**src/rtl/fetch_stage.sv**
```systemverilog
// ============================================================================
// fetch_stage
// ----------------------------------------------------------------------------
// Front-end PC generator and instruction queue. Drives the fetch PC into the
// instruction cache, captures the returned word together with its PC and the
// predicted next PC into a small FIFO, and presents the FIFO head to decode
// over a valid/ready handshake. Execute can redirect fetch at any time, which
// flushes everything that was fetched down the old path.
//
// Parameters
//   RESET_PC  fetch PC loaded on reset
//   QDEPTH    instruction queue entries (power of 2, >= 2)
//
// Ports
//   CLK             in   1   clock, all state on rising edge
//   reset           in   1   asynchronous active-low reset (0 = in reset)
//   fe_pc           out  64  fetch PC, drives the instruction cache
//   icache_r        in   1   icache word valid for fe_pc this cycle
//   icache_instr    in   32  instruction word from icache
//   redirect_valid  in   1   execute redirect request
//   redirect_pc     in   64  redirect target (low two bits forced to zero)
//   de_valid        out  1   queue head valid to decode
//   de_ready        in   1   decode accepts the head
//   de_instruction  out  32  head instruction word
//   de_pc           out  64  head PC
//   de_npc          out  64  head predicted next PC
//
// Build option
//   FE_JAL_PREDICT_EN  when defined, JAL instructions predict their own
//                      target as the next PC instead of fe_pc + 4.
// ============================================================================
module fetch_stage #(
    parameter logic [63:0] RESET_PC = 64'h0,
    parameter int          QDEPTH   = 2
) (
    input  logic        CLK,
    input  logic        reset,
    output logic [63:0] fe_pc,
    input  logic        icache_r,
    input  logic [31:0] icache_instr,
    input  logic        redirect_valid,
    input  logic [63:0] redirect_pc,
    output logic        de_valid,
    input  logic        de_ready,
    output logic [31:0] de_instruction,
    output logic [63:0] de_pc,
    output logic [63:0] de_npc
);

    localparam int PW = $clog2(QDEPTH);
    localparam int CW = $clog2(QDEPTH + 1);

    typedef enum logic {
        BOOT,
        FETCH
    } state_e;

    state_e          state_q, state_d;
    logic            fetchEn;
    logic [63:0]     fePc_q, fePc_d;
    logic [PW-1:0]   wrPtr_q, wrPtr_d;
    logic [PW-1:0]   rdPtr_q, rdPtr_d;
    logic [CW-1:0]   count_q, count_d;
    logic [63:0]     npc;
    logic            full;
    logic            push;
    logic            pop;

    logic [63:0]     pcMem    [QDEPTH];
    logic [31:0]     instrMem [QDEPTH];
    logic [63:0]     npcMem   [QDEPTH];

    // State register: BOOT gives the icache one cycle to preload.
    always_ff @(posedge CLK or negedge reset) begin
        if (!reset) begin
            state_q <= BOOT;
        end else begin
            state_q <= state_d;
        end
    end

    // Next-state logic: BOOT always moves on, FETCH is terminal until reset.
    always_comb begin
        state_d = state_q;
        case (state_q)
            BOOT:    state_d = FETCH;
            FETCH:   state_d = FETCH;
            default: state_d = BOOT;
        endcase
    end

    // Output decode of the FSM: pushing is only allowed once out of BOOT.
    always_comb begin
        fetchEn = 1'b0;
        case (state_q)
            FETCH:   fetchEn = 1'b1;
            default: fetchEn = 1'b0;
        endcase
    end

    // Next-PC prediction for the word currently returned by the icache.
`ifdef FE_JAL_PREDICT_EN
    logic [20:0] jalOffset;
    assign jalOffset = {icache_instr[31], icache_instr[19:12], icache_instr[20],
                        icache_instr[30:21], 1'b0};

    always_comb begin
        npc = fePc_q + 64'd4;
        if (icache_instr[6:0] == 7'h6F) begin
            npc = fePc_q + {{43{jalOffset[20]}}, jalOffset};
        end
    end
`else
    assign npc = fePc_q + 64'd4;
`endif

    // A redirect suppresses both queue ports for the cycle; full blocks a push
    // even when a pop frees a slot in the same cycle.
    assign full = (count_q == CW'(QDEPTH));
    assign push = fetchEn && icache_r && !full && !redirect_valid;
    assign pop  = de_valid && de_ready && !redirect_valid;

    // Next-state for the fetch PC and queue bookkeeping. Redirect wins over
    // everything and empties the queue so no wrong-path word reaches decode.
    always_comb begin
        fePc_d  = fePc_q;
        wrPtr_d = wrPtr_q;
        rdPtr_d = rdPtr_q;
        count_d = count_q;
        if (redirect_valid) begin
            fePc_d  = redirect_pc & ~64'h3;
            wrPtr_d = '0;
            rdPtr_d = '0;
            count_d = '0;
        end else begin
            if (push) begin
                fePc_d  = npc;
                wrPtr_d = wrPtr_q + PW'(1);
            end
            if (pop) begin
                rdPtr_d = rdPtr_q + PW'(1);
            end
            if (push && !pop) begin
                count_d = count_q + CW'(1);
            end else if (pop && !push) begin
                count_d = count_q - CW'(1);
            end
        end
    end

    // Fetch PC and queue control registers.
    always_ff @(posedge CLK or negedge reset) begin
        if (!reset) begin
            fePc_q  <= RESET_PC;
            wrPtr_q <= '0;
            rdPtr_q <= '0;
            count_q <= '0;
        end else begin
            fePc_q  <= fePc_d;
            wrPtr_q <= wrPtr_d;
            rdPtr_q <= rdPtr_d;
            count_q <= count_d;
        end
    end

    // Queue storage needs no reset: entries are only read while counted valid.
    always_ff @(posedge CLK) begin
        if (push) begin
            pcMem[wrPtr_q]    <= fePc_q;
            instrMem[wrPtr_q] <= icache_instr;
            npcMem[wrPtr_q]   <= npc;
        end
    end

    assign fe_pc          = fePc_q;
    assign de_valid       = (count_q != '0);
    assign de_instruction = de_valid ? instrMem[rdPtr_q] : 32'h0;
    assign de_pc          = de_valid ? pcMem[rdPtr_q]    : 64'h0;
    assign de_npc         = de_valid ? npcMem[rdPtr_q]   : 64'h0;

endmodule
```
**config.mk**
```make
export PLATFORM = sky130hd
export DESIGN_NAME = fetch_stage
export DESIGN_NICKNAME = d
export VERILOG_FILES = /design/src/rtl/fetch_stage.sv
export SDC_FILE = /design/constraint.sdc
export NUM_CORES = 1
export LEC_CHECK = 0
export CORE_MARGIN = 2
export CORE_UTILIZATION = 40
export DETAILED_ROUTE_END_ITERATION = 16
export GPL_ROUTABILITY_DRIVEN = 0
export GPL_TIMING_DRIVEN = 0
export MAX_ROUTING_LAYER = met4
export PLACE_DENSITY_LB_ADDON = 0.3
export SKIP_CTS_REPAIR_TIMING = 1
export SYNTH_ARGS = -nofsm -noshare
export SYNTH_HDL_FRONTEND = slang
export SYNTH_SLANG_ARGS = --single-unit
```
**constraint.sdc**
```tcl
create_clock -name CLK -period 36.4 [get_ports CLK]
set_clock_uncertainty 0.2 [all_clocks]
set_input_delay 7.28 -clock CLK [delete_from_list [all_inputs] [get_ports CLK]]
set_output_delay 7.28 -clock CLK [all_outputs]
set_load 0.03 [all_outputs]
```
After elaboration in Yosys (flattened, before gate mapping):

Memories as Yosys holds them, arrays and structs flattened.
Cells that the tools add are included.
Widths: inputs -> output; s select.

* $add $sub $neg: 5
* equality and inequality tests: 1
* muxes and demuxes: 15
* reductions and logical operators: 15

Operators by type and width (number)
* $mux 64: 4
* $add 64x3->64 const B: 1
* $mux 32: 1
* $logic_and 1x1->1: 7
* $mux 1: 7
* $mux 2: 3
* $reduce_bool 2->1: 3
* $logic_not 1->1: 4
* $reduce_bool 3->1: 1
* $add 1x1->1 const B: 2
* $add 2x1->2 const B: 1
* $eq 2x2->1 const B: 1
* $sub 2x1->2 const B: 1

* bits in registers: 69
* RAM bits: 320
* input bits: 101
* logic and storage cells: 44
* memories kept: 3

Memories
* npcMem: words 2, bits a word 64, read ports 1, clocked after memory_dff 0, write ports 1, line 71 `logic [63:0] npcMem [QDEPTH];`
* pcMem: words 2, bits a word 64, read ports 1, clocked after memory_dff 0, write ports 1, line 69 `logic [63:0] pcMem [QDEPTH];`
* instrMem: words 2, bits a word 32, read ports 1, clocked after memory_dff 0, write ports 1, line 70 `logic [31:0] instrMem [QDEPTH];`

Longest topological paths before layout:

* depth in word-level cells: 9
* depth in mapped cells: 8

Worst setup path before layout:

No wires, ideal clock.

* path type: input-to-reg
* start: input port redirect_valid
* end: memory instrMem[0][0] (enable)
* data arrival time: 18373 ps
* required time: 35336 ps
* path slack: 16963 ps
* cell stages on the path: 4
* cells stage by stage: clkbuf_8 clkbuf_1 clkbuf_1 nor3_1

* word-level cells in the longest chain between the ends: 4

Ends and longest elaborated chain
* start, declared: line 41 `input logic redirect_valid,`
* $logic_not 1->1: line 120 `assign push = fetchEn && icache_r && !full && !redirect_valid;`
* $logic_and 1x1->1: line 120
* $mux 1: line 168 `if (push) begin`
* $mux 1 (implied by the code): line 170 `instrMem[wrPtr_q] <= icache_instr;`
* end, declared: line 70

No other way between the ends.

Worst setup path after layout:

* start: register rdPtr_q
* end: output port de_pc[36]

* word-level cells in the longest chain between the ends: 2

Ends and longest elaborated chain
* start, declared: line 62 `logic [PW-1:0] rdPtr_q, rdPtr_d;`
* start signal, assigned: line 161 `rdPtr_q <= rdPtr_d;`
* $mem_v2 2x64
* $mux 64: line 178 `assign de_pc = de_valid ? pcMem[rdPtr_q] : 64'h0;`
* end, declared: line 46 `output logic [63:0] de_pc,`

No other way between the ends.

==> results.cfg <==
[global_route]
grt.busiest_layer = met2
overflow = 0
antenna_found_initial = 10
grt_usage_pct = 23.3
grt_max_degree = 61
grtUsageMet3_pct = 5.45
grt_pass1_vias = 12000
gr-usage-met1_pct = 29.8
grt_pass1_wl_um = 73900
grt_util_met2_pct = 36.1

[detailed_routing]
firstDrtPassIters = 5
vias = 12000
drc = 0
antenna_left = 0
wl_um = 49600
wire_per_inst_um = 22.0
dr.first_iter.drc_count = 1081
vias_per_cell = 5.34

[critical_path]
critical_path.endpoint_type = output port
required_ps = 28920
critPathMostFrequentCell = clkbuf_1
worst-setup-path-type = register to output port
crit_path_top_delay_cell = clkbuf_1
cp_max_fo = 10
path_cells = clkbuf_1 > clkbuf_1 > buf_1 > mux2i_1 > nor2_1 > clkdlybuf4s50_1
crit_path_max_incr_delay_ps = 780
worst_setup_path_start_kind = register
crit_arrival_ps = 3770

[timing]
max_slew_margin_pct = 12.0
timing.hold.ws_ps = 314
tightest_slew_ps = 1310
hold_viol = 0
final.setup.tns_ps = 0
setup_viol = 0
rsz0062_at_grt = false
fmax_ghz = 0.0889
slew_viol_final = 0
fin_crit_sh_pct = 30.9
min_period_ps = 11250

[floorplan]
start_util_pct = 40.8
dieArea_mm2 = 0.0435
die_h_um = 209
std_cell_rows = 74
die_w_um = 209
design.core.area_mm2 = 0.0410
io_pins = 326

[power]
power.leakage_nw = 7.34
vdd.ir_drop.worst_mv = 0.0414
power.density_mw_per_mm2 = 53.1

[cells_and_area]
drive_above_1_share_pct = 6.54
instances_no_fill = 2255
final_nets = 1782
fin_util_pct = 54.2
area_growth_pct = 33.0

[hold_path]
hold_path.class = register to register

[clocking]
cts_tree = yes
cts-htree-levels = 2
clk_pin_slew_ps = 60
cts_sinks = 379
cts_made_buffers = 42
cts_buffer_depth = 3
clock-root-buffer = clkbuf_16
clock_latency_ps = 560

[placement]
io_buffer_count = 316
placed_cells = 2168
hpwl_um = 35700

[flow_run]
drv_cap = 0

[run_status]
status = completed

[yosys]
synth-seq-area-share_pct = 66.0
syn_area_mm2 = 0.0167
async_reset_ff_share_pct = 17.7
synth.avg_cell_area_um2 = 12.9
ys_warn_count = 0
synth_edf_count = 312
synthCells = 1295
synth_flop_cell = edfxtp_1
synth_seq_cells = 379
synth.distinct_cells = 49
-- layout by cell type, fill, tap and decap left out, types with 9 or more instances in the layout --
master and n:
a31oi_1 28, and3_1 13, and4_1 9, buf_1 17
buf_6 14, clkbuf_1 55, clkbuf_16 43, clkdlybuf4s50_1 315
clkinv_1 10, dfrtp_1 67, diode_2 10, edfxtp_1 312
mux2i_1 157, nand2_1 75, nand3_1 40, nand4_1 32
nor2_1 223, nor3_1 18, nor4_1 15, o21ai_0 43
o31ai_1 12, or3_1 16, or4_1 17, xnor2_1 40
xor2_1 53
-- kinds of logic after synthesis --
family / after synthesis / share of synthesized area [%]
AOI/OAI and AO/OA: 92 / 3.31
xor gates and xnor gates: 93 / 4.87
adders and majority gates: 1 / 0.0748
buffers and inverters: 87 / 2.45
DFF: 379 / 66.0
muxes: 159 / 9.53
other: 2 / 0.0449
and+or+nand+nor: 482 / 13.7
-- where the power goes --
group	switching, W	total, W	internal [W]
clock	0.000171	0.000420	0.000249
sequential	0.0000214	0.000512	0.000490
combinational	0.000152	0.000250	0.0000987
total	0.000344	0.00118	0.000838
-- worst paths after layout --
| check | slack, ps | cells after the start | to | start |
|---|---|---|---|---|
| max in group asynchronous | 28930 | 2 | rdPtr_q | reset |
| min | 310 | 0 | pcMem[0][54] | fe_pc[54] |
| max | 25150 | 6 | de_pc[36] | rdPtr_q |
| max reg2reg | 32510 | 7 | pcMem[1][27] | count_q[1] |
| min reg2reg | 310 | 0 | pcMem[0][54] | fe_pc[54] |
| min in group asynchronous | 6500 | 1 | fe_pc[55] | reset |
-- synthesized netlist by cell type (6+ instances only) --
library cell / count / area share (%)
or4_1: 17 / 0.76
nor4_1: 15 / 0.56
nor2_1: 223 / 5.0
nand2_1: 75 / 1.7
o31ai_1: 12 / 0.54
clkbuf_1: 47 / 1.1
or3_1: 16 / 0.60
o21ai_0: 43 / 1.3
and4_1: 9 / 0.47
a31oi_1: 28 / 1.0
nand3_1: 40 / 1.2
inv_1: 6 / 0.13
dfrtp_1: 67 / 10
edfxtp_1: 312 / 56
xor2_1: 53 / 2.8
xnor2_1: 40 / 2.1
nand4_1: 32 / 1.2
mux2i_1: 157 / 9.4
buf_1: 17 / 0.38
nor3_1: 19 / 0.57
and3_1: 14 / 0.52
buf_4: 6 / 0.27
-- critical path, delay by kind of cell (launching register included) --
kind / cells / cell delay [ps]
buffers and inverters: 4 / 2460
flip-flops: 1 / 330
multiplexers: 1 / 170
AND/OR/NAND/NOR: 1 / 250
-- area by class of cell --
type | instances | area (um2)
repair buffers | 336 | 3440
multi-input cells | 834 | 5300
fillers | 3480 | 18800
clock inverters | 24 | 224
clock buffers | 53 | 1130
flip-flops and latches | 379 | 11000
well taps | 532 | 666
plain buffers | 80 | 384
inverters | 7 | 26.3
diodes | 10 | 25.0
-- stage by stage --
stage	total power, W	cell area, um2	setup WS (ps)
2_1_floorplan	0.000659	16700	16960
3_3_place_gp	0.000771	20600	9390
3_5_place_dp	0.000772	20900	25080
4_1_cts	0.00119	22200	25130
5_1_grt	0.00122	22200	25040
6_report	0.00118	22200	25150
-- per-layer routing --
metal / wire (um) / part of all wire, %
met1: 20800 / 42
met2: 22900 / 46
met3: 4130 / 8.3
met4: 1710 / 3.5
met5: 0 / 0
-- registers in the layout (all words and copies together), names as in the netlist --
name      flops
rdPtr_q       1
fe_pc        62
npcMem      124
instrMem     64
wrPtr_q       1
state_q       1
count_q       2
pcMem       124
Power figures use the tool's default switching activity.
